File: src/rtl/uart_rx_frame.sv
// UART receive front end: 2-flop rx synchroniser, start-bit validation, mid-bit
// sampling of 8 data bits (LSB first), optional parity, stop check and host status.
module uart_rx_frame #(
    parameter int CLK_PER_BIT = 434,
    parameter int NBITS       = 9,
    parameter int PARITY_EN   = 0,
    parameter int PARITY_ODD  = 0
) (
    input  logic       clk,
    input  logic       reset,
    input  logic       rx,
    input  logic       clear,
    output logic [7:0] rx_data,
    output logic       data_ready,
    output logic       parity_err,
    output logic       frame_err,
    output logic       overrun_err,
    output logic       busy
);

    typedef enum logic [2:0] {IDLE, START, DATA, PARITY, STOP} state_t;

    localparam logic [NBITS-1:0] HALF_CNT = NBITS'(CLK_PER_BIT / 2 - 1);
    localparam logic [NBITS-1:0] FULL_CNT = NBITS'(CLK_PER_BIT - 1);

    function automatic logic parity_fail(input logic [7:0] d, input logic p);
        return ((^d) ^ p) != 1'(PARITY_ODD);
    endfunction

    state_t           state, state_next;
    logic             rx_meta, rx_s;
    logic [NBITS-1:0] cnt;
    logic [2:0]       bit_idx;
    logic [7:0]       shreg;
    logic             par_bit;
    logic             sample, shift_en, par_cap, complete;

    always_ff @(posedge clk or posedge reset) begin
        if (reset) begin
            rx_meta <= 1'b1;
            rx_s    <= 1'b1;
        end else begin
            rx_meta <= rx;
            rx_s    <= rx_meta;
        end
    end

    always_ff @(posedge clk or posedge reset) begin
        if (reset) begin
            state <= IDLE;
            busy  <= 1'b0;
        end else begin
            state <= state_next;
            busy  <= (state_next != IDLE);
        end
    end

    always_comb begin
        state_next = state;
        sample     = 1'b0;
        shift_en   = 1'b0;
        par_cap    = 1'b0;
        complete   = 1'b0;
        case (state)
            IDLE: begin
                if (!rx_s) state_next = START;
            end
            START: begin
                if (cnt == HALF_CNT) begin
                    sample     = 1'b1;
                    state_next = rx_s ? IDLE : DATA;
                end
            end
            DATA: begin
                if (cnt == FULL_CNT) begin
                    sample   = 1'b1;
                    shift_en = 1'b1;
                    if (bit_idx == 3'd7) state_next = (PARITY_EN != 0) ? PARITY : STOP;
                end
            end
            PARITY: begin
                if (cnt == FULL_CNT) begin
                    sample     = 1'b1;
                    par_cap    = 1'b1;
                    state_next = STOP;
                end
            end
            STOP: begin
                // Leave at mid stop bit so a following start edge is not missed.
                if (cnt == FULL_CNT) begin
                    sample     = 1'b1;
                    complete   = 1'b1;
                    state_next = IDLE;
                end
            end
            default: state_next = IDLE;
        endcase
    end

    always_ff @(posedge clk or posedge reset) begin
        if (reset) begin
            cnt     <= '0;
            bit_idx <= 3'd0;
        end else begin
            if ((state_next != state) || sample) cnt <= '0;
            else if (state != IDLE) cnt <= cnt + NBITS'(1);
            if (state == START) bit_idx <= 3'd0;
            else if (shift_en) bit_idx <= bit_idx + 3'd1;
        end
    end

    always_ff @(posedge clk) begin
        if (shift_en) shreg <= {rx_s, shreg[7:1]};
        if (par_cap) par_bit <= rx_s;
    end

    // Completion takes priority over a simultaneous clear.
    always_ff @(posedge clk or posedge reset) begin
        if (reset) begin
            rx_data     <= 8'h00;
            data_ready  <= 1'b0;
            parity_err  <= 1'b0;
            frame_err   <= 1'b0;
            overrun_err <= 1'b0;
        end else if (complete) begin
            rx_data     <= shreg;
            data_ready  <= 1'b1;
            frame_err   <= ~rx_s;
            parity_err  <= (PARITY_EN != 0) ? parity_fail(shreg, par_bit) : 1'b0;
            overrun_err <= overrun_err | (data_ready & ~clear);
        end else if (clear) begin
            data_ready  <= 1'b0;
            overrun_err <= 1'b0;
        end
    end

endmodule
File: config.mk
export PLATFORM = sky130hd
export DESIGN_NAME = uart_rx_frame
export DESIGN_NICKNAME = d
export VERILOG_FILES = /design/src/rtl/uart_rx_frame.sv
export SDC_FILE = /design/constraint.sdc
export NUM_CORES = 1
export LEC_CHECK = 0
export ABC_CLOCK_PERIOD_IN_PS = 3440
export CAP_MARGIN = 40
export CORE_ASPECT_RATIO = 0.6
export CORE_MARGIN = 2
export CORE_UTILIZATION = 50
export DETAILED_ROUTE_END_ITERATION = 8
export GPL_ROUTABILITY_DRIVEN = 0
export GPL_TIMING_DRIVEN = 0
export PLACE_DENSITY = 0.71
export SETUP_SLACK_MARGIN = 0.4
export SYNTH_ARGS = -nofsm -noshare
export SYNTH_HDL_FRONTEND = slang
export SYNTH_SLANG_ARGS = --single-unit
export TNS_END_PERCENT = 5
File: constraint.sdc
create_clock -name clk -period 3.44 [get_ports clk]
set_input_delay 0.344 -clock clk [delete_from_list [all_inputs] [get_ports clk]]
set_output_delay 0.344 -clock clk [all_outputs]
set_load 0.005 [all_outputs]
# Yosys cells after proc, flatten, opt, wreduce, memory -nomap -nowiden

Cells that the tools add are included.

Add/sub/neg operators: 2
Eq/ne operators: 8
Muxes and demuxes: 20
Bitwise gates (word level): 4
Reductions and logical operators: 8

Operators with widths:

| cell                  | number |
|---|---|
| $mux W3               | 8 |
| $mux W9               | 2 |
| $pmux W3 S5           | 1 |
| $add A9 B1 Y9 const B | 1 |
| $eq A9 B8 Y1 const B  | 1 |
| $eq A9 B9 Y1 const B  | 1 |
| $mux W1               | 7 |
| $eq A3 B2 Y1 const B  | 2 |
| $eq A3 B3 Y1 const B  | 2 |
| $reduce_bool A2 Y1    | 3 |
| $reduce_bool A3 Y1    | 2 |
| $add A3 B1 Y3 const B | 1 |
| $eq A3 B1 Y1 const B  | 1 |
| $logic_not A3 Y1      | 1 |
| $ne A3 B3 Y1          | 1 |
| $reduce_or A3 Y1      | 1 |
| $mux W2               | 1 |
| $not A1 Y1            | 2 |
| $pmux W1 S2           | 1 |
| $and A1 B1 Y1         | 1 |
| $logic_or A1 B1 Y1    | 1 |
| $or A1 B1 Y1          | 1 |

Register bits: 37
Input port bits: 4
Output and inout port bits: 13
Word-level logic and storage cells: 53

# Longest topological paths before layout

Gate-level depths: netlist of run 1.

Depth after elaboration: 7
Depth in mapped cells: 8
Gate-level depth less buffers: 6

# Worst setup path before layout of run 1

Ideal clock, no wire load.

Kind: register to register
From: reg cnt[1]
To: reg shreg[0], enable pin
Data arrival time: 1.887 ns
Data required time: 3.057 ns
Path slack: 1.170 ns
Cell stages (with the launch flop): 7
Cells stage by stage: dfrtp_1 inv_1 ha_1 nand4b_1 or4_1 clkbuf_1 nor3_1

Cells in the longest elaborated chain, start to end: 3

Ends and longest elaborated chain:

| what                     | line | source |
|---|---|---|
| start: declaration       | 32   | `logic [NBITS-1:0] cnt;` |
| start signal: assignment | 106  | `else if (state != IDLE) cnt <= cnt + NBITS'(1);` |
| $eq A9 B9 Y1             | 75   | `if (cnt == FULL_CNT) begin` |
| $mux W1                  | 75   |  |
| $mux W1                  | 64   | `case (state)` |
| named net shift_en       | 36   | `logic sample, shift_en, par_cap, complete;` |
| end signal: assignment   | 113  | `if (shift_en) shreg <= {rx_s, shreg[7:1]};` |
| end: declaration         | 34   | `logic [7:0] shreg;` |

The timed path passes the listed nets, and every way through them passes these cells.
A chain may end at the register's enable or synchronous reset.

# Worst setup path after layout of run 1

Ends and elaborated chain as after synthesis.

==> results.sh, run 1 <==
export IMPL_synth_adder_area_share_pct=3.76
export IMPL_cap_violations=0
export IMPL_fin_ws_ns=1.16
export IMPL_cp_arrival_ns=2.27
export IMPL_synthMuxAreaShare_pct=8.50
export IMPL_grt_antenna_before_repair=0
export IMPL_crit_type="reg -> reg"
export IMPL_worstSetupStartpointType="register"
export IMPL_finalSetupViolations=0
export IMPL_antenna_left=0
export IMPL_wirelength_um=2990
export IMPL_synth_top_family_by_area="simple AND/OR/NAND/NOR gates"
export IMPL_post_drt_wl_per_cell_um=14.3
export IMPL_num_rows=16
export IMPL_drc=0
export IMPL_hold_violations=0
export IMPL_rsz0062_at_grt="no"
export IMPL_htreeDepth=2
export IMPL_synth_simple_area_share_pct=15.6
export IMPL_cts_clk_slew_worst_paths_ns=0.07
export IMPL_cp_end_kind="register"
export IMPL_dp_hpwl_um=2210
export IMPL_vias=1098
export IMPL_p_total_mw=0.818
export IMPL_status="completed"
export IMPL_numClockSinks=37
export IMPL_grtUsageTotal_pct=18.7
export IMPL_top_layer="met4"
export IMPL_cts_buffers=5
export IMPL_syn_area_per_cell_sq_um=12.0
export IMPL_p_per_area_mw_per_mm2=410
export IMPL_dr_wl_met3_um=159
export IMPL_synth_seq_cells=37
export IMPL_initial_core_util_pct=51.6
export IMPL_place_area_sq_mm=0.00189
export IMPL_drive_above_1_share_pct=15.2
export IMPL_yosysUniqueCellTypes=38
export IMPL_ctsResizeCount=0
export IMPL_drt_met1_wl_um=1430
export IMPL_max_freq_ghz=0.438
export IMPL_grt_pass1_vias=1080
export IMPL_fin_area_sq_mm=0.00200
export IMPL_final_cell_mix="dfrtp_1, nor2_1, clkdlybuf4s50_1"
export IMPL_die_x_um=78.5
export IMPL_clk_latency_ns=0.28
export IMPL_worst_clock_skew_ns=0.00352
export IMPL_synth_compound_area_share_pct=6.25
export IMPL_dieArea_sq_mm=0.00382
export IMPL_wl_met2_um=1360
export IMPL_die_h_um=48.7
export IMPL_cp_required_ns=3.43
export IMPL_vias_per_cell=5.25
export IMPL_post_place_ws_ns=1.12
export IMPL_grt_overflow_total=0
export IMPL_nets=172
export IMPL_hold_buffers=0
export IMPL_min_path_type="reg -> reg"
export IMPL_netlist_area_sq_mm=0.00166
export IMPL_post_cts_buffers=0
export IMPL_port_buffers=15
export IMPL_netlist_instances=139
export IMPL_tightest_slew_ns=0.724
export IMPL_fin_crit_ns=2.28
export IMPL_grt_pass1_wl_um=5350
export IMPL_ys_seq_area_share_pct=58.2
export IMPL_holdWs_ns=0.373
export IMPL_antennaDiodeCount=0
export IMPL_ys_warn_count=0
export IMPL_finalMaxSlewViolations=0
export IMPL_cts_root_buf="clkbuf_8"
export IMPL_core_area_sq_mm=0.00322
export IMPL_ios=17
export IMPL_crit_fanout=6
export IMPL_maxSlewHeadroom_pct=51.4
export IMPL_cts_tree="built"
export IMPL_max_stage_delay_ns=0.42
export IMPL_path_cells="inv_1 -> ha_1 -> nand4b_1 -> or4_1 -> clkbuf_1 -> nor3_1 -> buf_2"
export IMPL_clockBufferDepth=2
export IMPL_ir_worst_vdd_mv=0.306
export IMPL_fin_tns_setup_ns=0
export IMPL_drtIter0Drc=42
export IMPL_timing_final_crit_share_pct=66.4
export IMPL_final_common_cell="dfrtp_1"
export IMPL_grt_max_degree=17
export IMPL_syn2layout_area_growth_pct=20.0
export IMPL_synthXorXnorAreaFrac_pct=4.21
export IMPL_syn_nets=148
export IMPL_firstDrtPassIters=4
export IMPL_cpMaxStageDelayCell="or4_1"
export IMPL_p_leak_nw=0.871
[flip-flops by register name, indices dropped and copies added (netlist names)]
name         flops
bit_idx          3
frame_err        1
rx_meta          1
busy             1
overrun_err      1
rx_s             1
shreg            8
rx_data          8
cnt              9
state            3
data_ready       1
[metrics by stage]
step                utilization, %  std cells
finish                        61.9        209
global route                  61.9        209
CTS                           61.9        209
detailed placement            58.6        201
global placement              58.0        199
floorplan                        -        139
[cell type report]
| type | count | area (sq um) |
|---|---|---|
| inverters | 3 | 11.3 |
| clock inverters | 2 | 33.8 |
| repair buffers | 17 | 170 |
| flip-flops and latches | 37 | 968 |
| well taps | 45 | 56.3 |
| multi-input cells | 91 | 641 |
| clock buffers | 6 | 72.6 |
| plain buffers | 8 | 42.5 |
| fillers | 262 | 1230 |
[synthesized netlist by cell type (all sizes together)]
master	n	area share, %
dfrtp	27	41
nor2	18	4.1
mux2	10	7.9
nand2	10	2.3
edfxtp	8	14
nor3	7	2.1
xnor2	7	3.7
clkbuf	5	1.1
ha	5	3.8
o21ai	4	1.2
buf	3	1.4
inv	3	0.68
nand2b	3	1.1
a211oi	2	0.90
a21oi	2	0.60
dfstp	2	3.2
nand3	2	0.60
nand4	2	0.75
o31a	2	1.1
or4	2	0.90
a22oi	1	0.75
a31oi	1	0.38
and4b	1	0.60
conb	1	0.23
mux2i	1	0.60
nand4b	1	0.53
nor4	1	0.38
nor4bb	1	0.60
o22ai	1	0.38
o2bb2ai	1	0.53
o31ai	1	0.45
or3	1	0.38
or3b	1	0.68
or4b	1	0.60
xor2	1	0.53
[critical path, delay by kind of cell (launching register included)]
family | cells | cell delay [ns]
AND/OR/NAND/NOR | 3 | 0.91
buffers and inverters | 3 | 0.53
flip-flops | 1 | 0.41
adder cells (fa/ha/maj) | 1 | 0.14
[where the power goes]
part	internal, mW	switching [mW]	total, mW
registers	0.449	0.00113	0.450
logic	0.00570	0.00819	0.0139
clock network	0.214	0.140	0.354
total	0.668	0.149	0.818
[layer usage]
metal / track usage (%) / up-vias
li1: - / 531
met3: 6.90 / 4
met1: 26.3 / 530
met5: 0 / -
met4: 7.02 / 0
met2: 26.7 / 33
[logic make-up (layout without fill, tap and decap cells)]
logic type,Yosys count,in the layout
AND/OR/NAND/NOR,51,51
AO/OA/AOI/OAI,15,15
buffers and inverters,11,36
XOR/XNOR,8,8
adder cells (fa/ha/maj),5,5
other,1,1
flip-flops,37,37
multiplexers,11,11
[final timing paths]
check,end,slack (ns),from,cells after the start
max,shreg[0],1.16,cnt[1],7
min,rx_s,0.37,rx_meta,0
max reg2reg,shreg[0],1.16,cnt[1],7
min reg2reg,rx_s,0.37,rx_meta,0
max in group asynchronous,rx_s,2.37,reset,3
min in group asynchronous,rx_data[4],0.46,reset,2
No activity file was read; power rests on OpenSTA's default activity.
==> inputs of run 2 (changes only) <==
- ABC_CLOCK_PERIOD_IN_PS: 3440 -> 2200
- clock period: 3.44 -> 2.2 ns (I/O delays scaled with it)
==> run 2 against run 1 <==
Global-route usage rose by 0.072 points. Largest cell class unchanged. Fmax rose by 14%. Register-to-register slack worse by 0.97 ns.
==> results.sh, run 2 (synthesis results as in run 1) <==
export IMPL_core_area_sq_mm=0.00322
export IMPL_cpMaxStageDelayCell="or4b_4"
export IMPL_hold_buffers=0
export IMPL_grt_pass1_wl_um=5420
export IMPL_antennaDiodeCount=0
export IMPL_cts_buffers=5
export IMPL_finalSetupViolations=0
export IMPL_path_cells="or3b_4 -> or4b_4 -> buf_6 -> buf_8 -> mux2_4"
export IMPL_final_common_cell="dfrtp_1"
export IMPL_num_rows=16
export IMPL_dieArea_sq_mm=0.00382
export IMPL_grt_antenna_before_repair=0
export IMPL_fillerInstances=255
export IMPL_grt_max_degree=17
export IMPL_crit_fanout=10
export IMPL_reg_top3="cnt x9, rx_data x8, shreg x8"
export IMPL_fin_tns_setup_ns=0
export IMPL_cts_clk_slew_worst_paths_ns=0.07
export IMPL_cp_end_kind="register"
export IMPL_p_leak_nw=0.927
export IMPL_syn2layout_area_growth_pct=25.2
export IMPL_dp_hpwl_um=2200
export IMPL_worstSetupStartpointType="register"
export IMPL_grtUsageTotal_pct=18.8
export IMPL_die_h_um=48.7
export IMPL_initial_core_util_pct=51.6
export IMPL_timing_final_crit_share_pct=91.4
export IMPL_largest_reg_flops=9
export IMPL_post_drt_wl_per_cell_um=14.4
export IMPL_place_area_sq_mm=0.00191
export IMPL_grt_pass1_vias=1131
export IMPL_drtIter0Drc=120
export IMPL_seq_area_sq_um=968
export IMPL_max_stage_delay_ns=0.55
export IMPL_final_cell_mix="dfrtp_1, nor2_1, clkdlybuf4s50_1"
export IMPL_ios=17
export IMPL_cts_tree="built"
export IMPL_wirelength_um=3090
export IMPL_p_per_area_mw_per_mm2=610
export IMPL_crit_type="reg -> reg"
export IMPL_ir_worst_vdd_mv=0.551
export IMPL_firstDrtPassIters=4
export IMPL_min_path_type="in -> async"
export IMPL_dr_wl_met3_um=142
export IMPL_finalMaxSlewViolations=0
export IMPL_max_freq_ghz=0.497
export IMPL_htreeDepth=2
export IMPL_fin_crit_ns=2.01
export IMPL_drc=0
export IMPL_clk_latency_ns=0.28
export IMPL_status="completed"
export IMPL_numClockSinks=37
export IMPL_fin_ws_ns=0.189
export IMPL_die_x_um=78.5
export IMPL_wl_met2_um=1460
export IMPL_cts_root_buf="clkbuf_8"
export IMPL_antenna_left=0
export IMPL_drt_met1_wl_um=1460
export IMPL_cp_arrival_ns=2.17
export IMPL_rsz0062_at_grt="yes"
export IMPL_worst_clock_skew_ns=0.00744
export IMPL_top_layer="met4"
export IMPL_hold_violations=0
export IMPL_maxSlewHeadroom_pct=47.1
export IMPL_post_place_ws_ns=0.0557
export IMPL_drive_above_1_share_pct=20.0
export IMPL_nets=178
export IMPL_clockBufferDepth=2
export IMPL_cp_required_ns=2.36
export IMPL_vias=1147
export IMPL_grt_overflow_total=0
export IMPL_multi_input_area_sq_um=656
export IMPL_cap_violations=0
export IMPL_fin_area_sq_mm=0.00208
export IMPL_r2r_setup_slack_ns=0.19
export IMPL_port_buffers=15
export IMPL_regMostFlops="cnt"
export IMPL_vias_per_cell=5.33
export IMPL_p_total_mw=1.27
export IMPL_tightest_slew_ns=0.787
-- run 2: metrics by stage --
step	hold WS [ns]	utilization, %	instances
global placement	0.345	58.7	199
floorplan	0.224	-	139
finish	0.325	64.6	215
CTS	0.344	64.6	215
global route	0.349	64.6	215
detailed placement	0.355	59.1	200
-- run 2: worst paths after layout --
| path | to | from | depth (start not counted) |
|---|---|---|---|
| min in group clk | rx_meta | rx | 1 |
| worst max-delay path | rx_data[2] | state[1] | 5 |
| worst min-delay path | rx_data[4] | reset | 2 |
| max in group asynchronous | rx_meta | reset | 3 |
| worst min register to register | rx_s | rx_meta | 0 |
| worst max register to register | rx_data[2] | state[1] | 5 |
-- run 2: area by class of cell --
class	count	share of cell area, %
flip-flops and latches	37	46.5
multi-input cells	91	31.5
repair buffers	23	11.1
clock buffers	6	3.49
well taps	45	2.70
plain buffers	8	2.58
clock inverters	2	1.62
inverters	3	0.541
-- run 2: where the power goes --
part	internal (mW)	total [mW]	switching [mW]
Combinational	0.00893	0.0212	0.0123
Clock	0.334	0.546	0.211
Sequential	0.702	0.703	0.00140
Total	1.04	1.27	0.225
-- run 2: worst max-delay path, delay by kind of cell (launching register included) --
kind	cells	cell delay [ns]
buffers and inverters	2	0.26
flip-flops	1	0.38
multiplexers	1	0.30
AND/OR/NAND/NOR	2	0.95
-- run 2: what timing repair did --
action | in CTS | in global routing
pin swaps | 3 | 1
setup buffers | 7 | 0
setup endpoints to repair | 30 | 33
resized for setup | 1 | 3
-- run 2: per-layer routing --
metal  vias to the layer above  GRT usage (%)
met5                         -              0
met4                         0           5.56
met3                         4           5.60
met2                        26           28.4
met1                       573           26.6
li1                        544              -
==> inputs of run 3 (changes only) <==
- CORE_UTILIZATION: 50 -> 55
- PLACE_DENSITY: 0.71 -> 0.77
==> run 3 against run 2 <==
First-iteration DRC count is 5.8% higher. Setup slack worse by 0.13 ns. Flip-flop and latch count stayed put. Final cell count is 1.4% higher. Power is 7.6% lower. Critical path type unchanged. Critical endpoint is now rx_data[6]. Largest cell class unchanged.
==> results.sh, run 3 (synthesis results as in run 1) <==
export IMPL_status="completed"
export IMPL_crit_type="reg -> reg"
export IMPL_cts_clk_slew_worst_paths_ns=0.07
export IMPL_p_leak_nw=0.953
export IMPL_timing_final_crit_share_pct=97.5
export IMPL_clockBufferDepth=2
export IMPL_power_switching_mw=0.243
export IMPL_largest_reg_flops=9
export IMPL_cts_buffers=5
export IMPL_die_x_um=75.0
export IMPL_grt_pass1_wl_um=5620
export IMPL_grt_pass1_vias=1130
export IMPL_crit_fanout=7
export IMPL_intPower_mw=0.930
export IMPL_p_per_area_mw_per_mm2=551
export IMPL_final_common_cell="dfrtp_1"
export IMPL_numClockSinks=37
export IMPL_dp_hpwl_um=2330
export IMPL_fin_area_sq_mm=0.00213
export IMPL_port_buffers=15
export IMPL_swShare_pct=20.7
export IMPL_htreeDepth=2
export IMPL_finalMaxSlewViolations=0
export IMPL_fin_crit_ns=2.14
export IMPL_post_drt_wl_per_cell_um=17.5
export IMPL_grt_max_degree=16
export IMPL_cp_end_kind="register"
export IMPL_hold_buffers=0
export IMPL_die_h_um=46.6
export IMPL_clk_latency_ns=0.29
export IMPL_initial_core_util_pct=57.9
export IMPL_fin_ws_ns=0.0551
export IMPL_ios=17
export IMPL_cts_root_buf="clkbuf_8"
export IMPL_cts_tree="built"
export IMPL_ir_worst_vdd_mv=0.485
export IMPL_rsz0062_at_grt="yes"
export IMPL_syn2layout_area_growth_pct=28.0
export IMPL_max_freq_ghz=0.466
export IMPL_cp_arrival_ns=2.32
export IMPL_fin_tns_setup_ns=0
export IMPL_sequentialPowerShare_pct=60.0
export IMPL_grt_overflow_total=0
export IMPL_dieArea_sq_mm=0.00349
export IMPL_antennaDiodeCount=0
export IMPL_core_area_sq_mm=0.00287
export IMPL_final_cell_mix="dfrtp_1, nor2_1, clkdlybuf4s50_1"
export IMPL_min_path_type="in -> async"
export IMPL_p_clk_share_pct=38.2
export IMPL_worstSetupStartpointType="register"
export IMPL_reg_top3="cnt x9, rx_data x8, shreg x8"
export IMPL_grtUsageTotal_pct=23.5
export IMPL_place_area_sq_mm=0.00190
export IMPL_hold_violations=0
export IMPL_maxSlewHeadroom_pct=47.9
export IMPL_wirelength_um=3820
export IMPL_power_frac_comb_pct=1.9
export IMPL_antenna_left=0
export IMPL_worst_clock_skew_ns=0.00367
export IMPL_cap_violations=0
export IMPL_vias_per_cell=5.87
export IMPL_multi_input_area_sq_um=678
export IMPL_drc=0
export IMPL_grt_antenna_before_repair=0
export IMPL_tightest_slew_ns=0.775
export IMPL_finalSetupViolations=0
export IMPL_firstDrtPassIters=4
export IMPL_regMostFlops="cnt"
export IMPL_cp_required_ns=2.37
export IMPL_nets=184
export IMPL_drtIter0Drc=127
export IMPL_seq_area_sq_um=968
export IMPL_drive_above_1_share_pct=25.6
export IMPL_vias=1279
export IMPL_fillerInstances=191
export IMPL_post_place_ws_ns=0.0413
export IMPL_num_rows=15
run 3: changes by cell type in the layout (fill, tap and decap cells not counted), sizes merged:
cell,previous run,this run
clkinv,1,2
buf,12,18
bufinv,1,0
run 3: routing by layer:
metal | global-route usage [%] | vias to the layer above | routed length [um]
li1 | - | 559 | -
met1 | 30.5 | 626 | 1540
met2 | 37.9 | 77 | 1820
met3 | 7.44 | 17 | 310
met4 | 7.86 | 0 | 156
met5 | 0 | - | 0
run 3: critical path, cell delays in order (launching register included):
cell and delay (ns):
dfrtp_1 0.41, inv_2 0.10, ha_4 0.14, nand4b_1 0.14, buf_4 0.19, or4b_4 0.48
buf_6 0.14, buf_8 0.13, mux2_4 0.30
run 3: final timing paths:
kind | startpoint | endpoint | slack [ns] | cells after the start
max | cnt[1] | rx_data[6] | 0.06 | 8
max reg2reg | cnt[1] | rx_data[6] | 0.06 | 8
min in group clk | rx | rx_meta | 0.35 | 1
min reg2reg | rx_meta | rx_s | 0.37 | 0
max in group asynchronous | reset | rx_s | 1.28 | 3
min | reset | rx_data[2] | 0.31 | 2
run 3: through the flow:
stage	total power [mW]	hold slack (ns)	cells	util, %
2_1_floorplan	0.727	0.224	139	-
3_3_place_gp	0.735	0.346	196	65.7
3_5_place_dp	0.739	0.360	197	66.2
4_1_cts	1.18	0.328	213	71.8
5_1_grt	1.22	0.358	218	74.1
6_report	1.17	0.313	218	74.1
run 3: cell type report:
cell class | instances | area share (%)
well taps | 42 | 2.47
clock inverters | 2 | 0.470
flip-flops and latches | 37 | 45.5
multi-input cells | 91 | 31.9
repair buffers | 29 | 12.9
plain buffers | 8 | 2.82
inverters | 3 | 0.529
clock buffers | 6 | 3.41
run 3: power groups by stage:
| stage | Combinational (mW) | Clock, mW | Sequential (mW) |
|---|---|---|---|
| 2_1_floorplan | 0.0106 | 0 | 0.716 |
| 3_3_place_gp | 0.0188 | 0 | 0.716 |
| 3_5_place_dp | 0.0225 | 0 | 0.717 |
| 4_1_cts | 0.0226 | 0.457 | 0.703 |
| 5_1_grt | 0.0256 | 0.488 | 0.703 |
| 6_report | 0.0220 | 0.447 | 0.703 |
run 3: repair_timing:
action                     CTS  global route
buffers inserted             8             5
gates resized for setup      2             9
setup endpoints to repair   32            35
hold endpoints to repair     0             0
pin swaps                    4             2
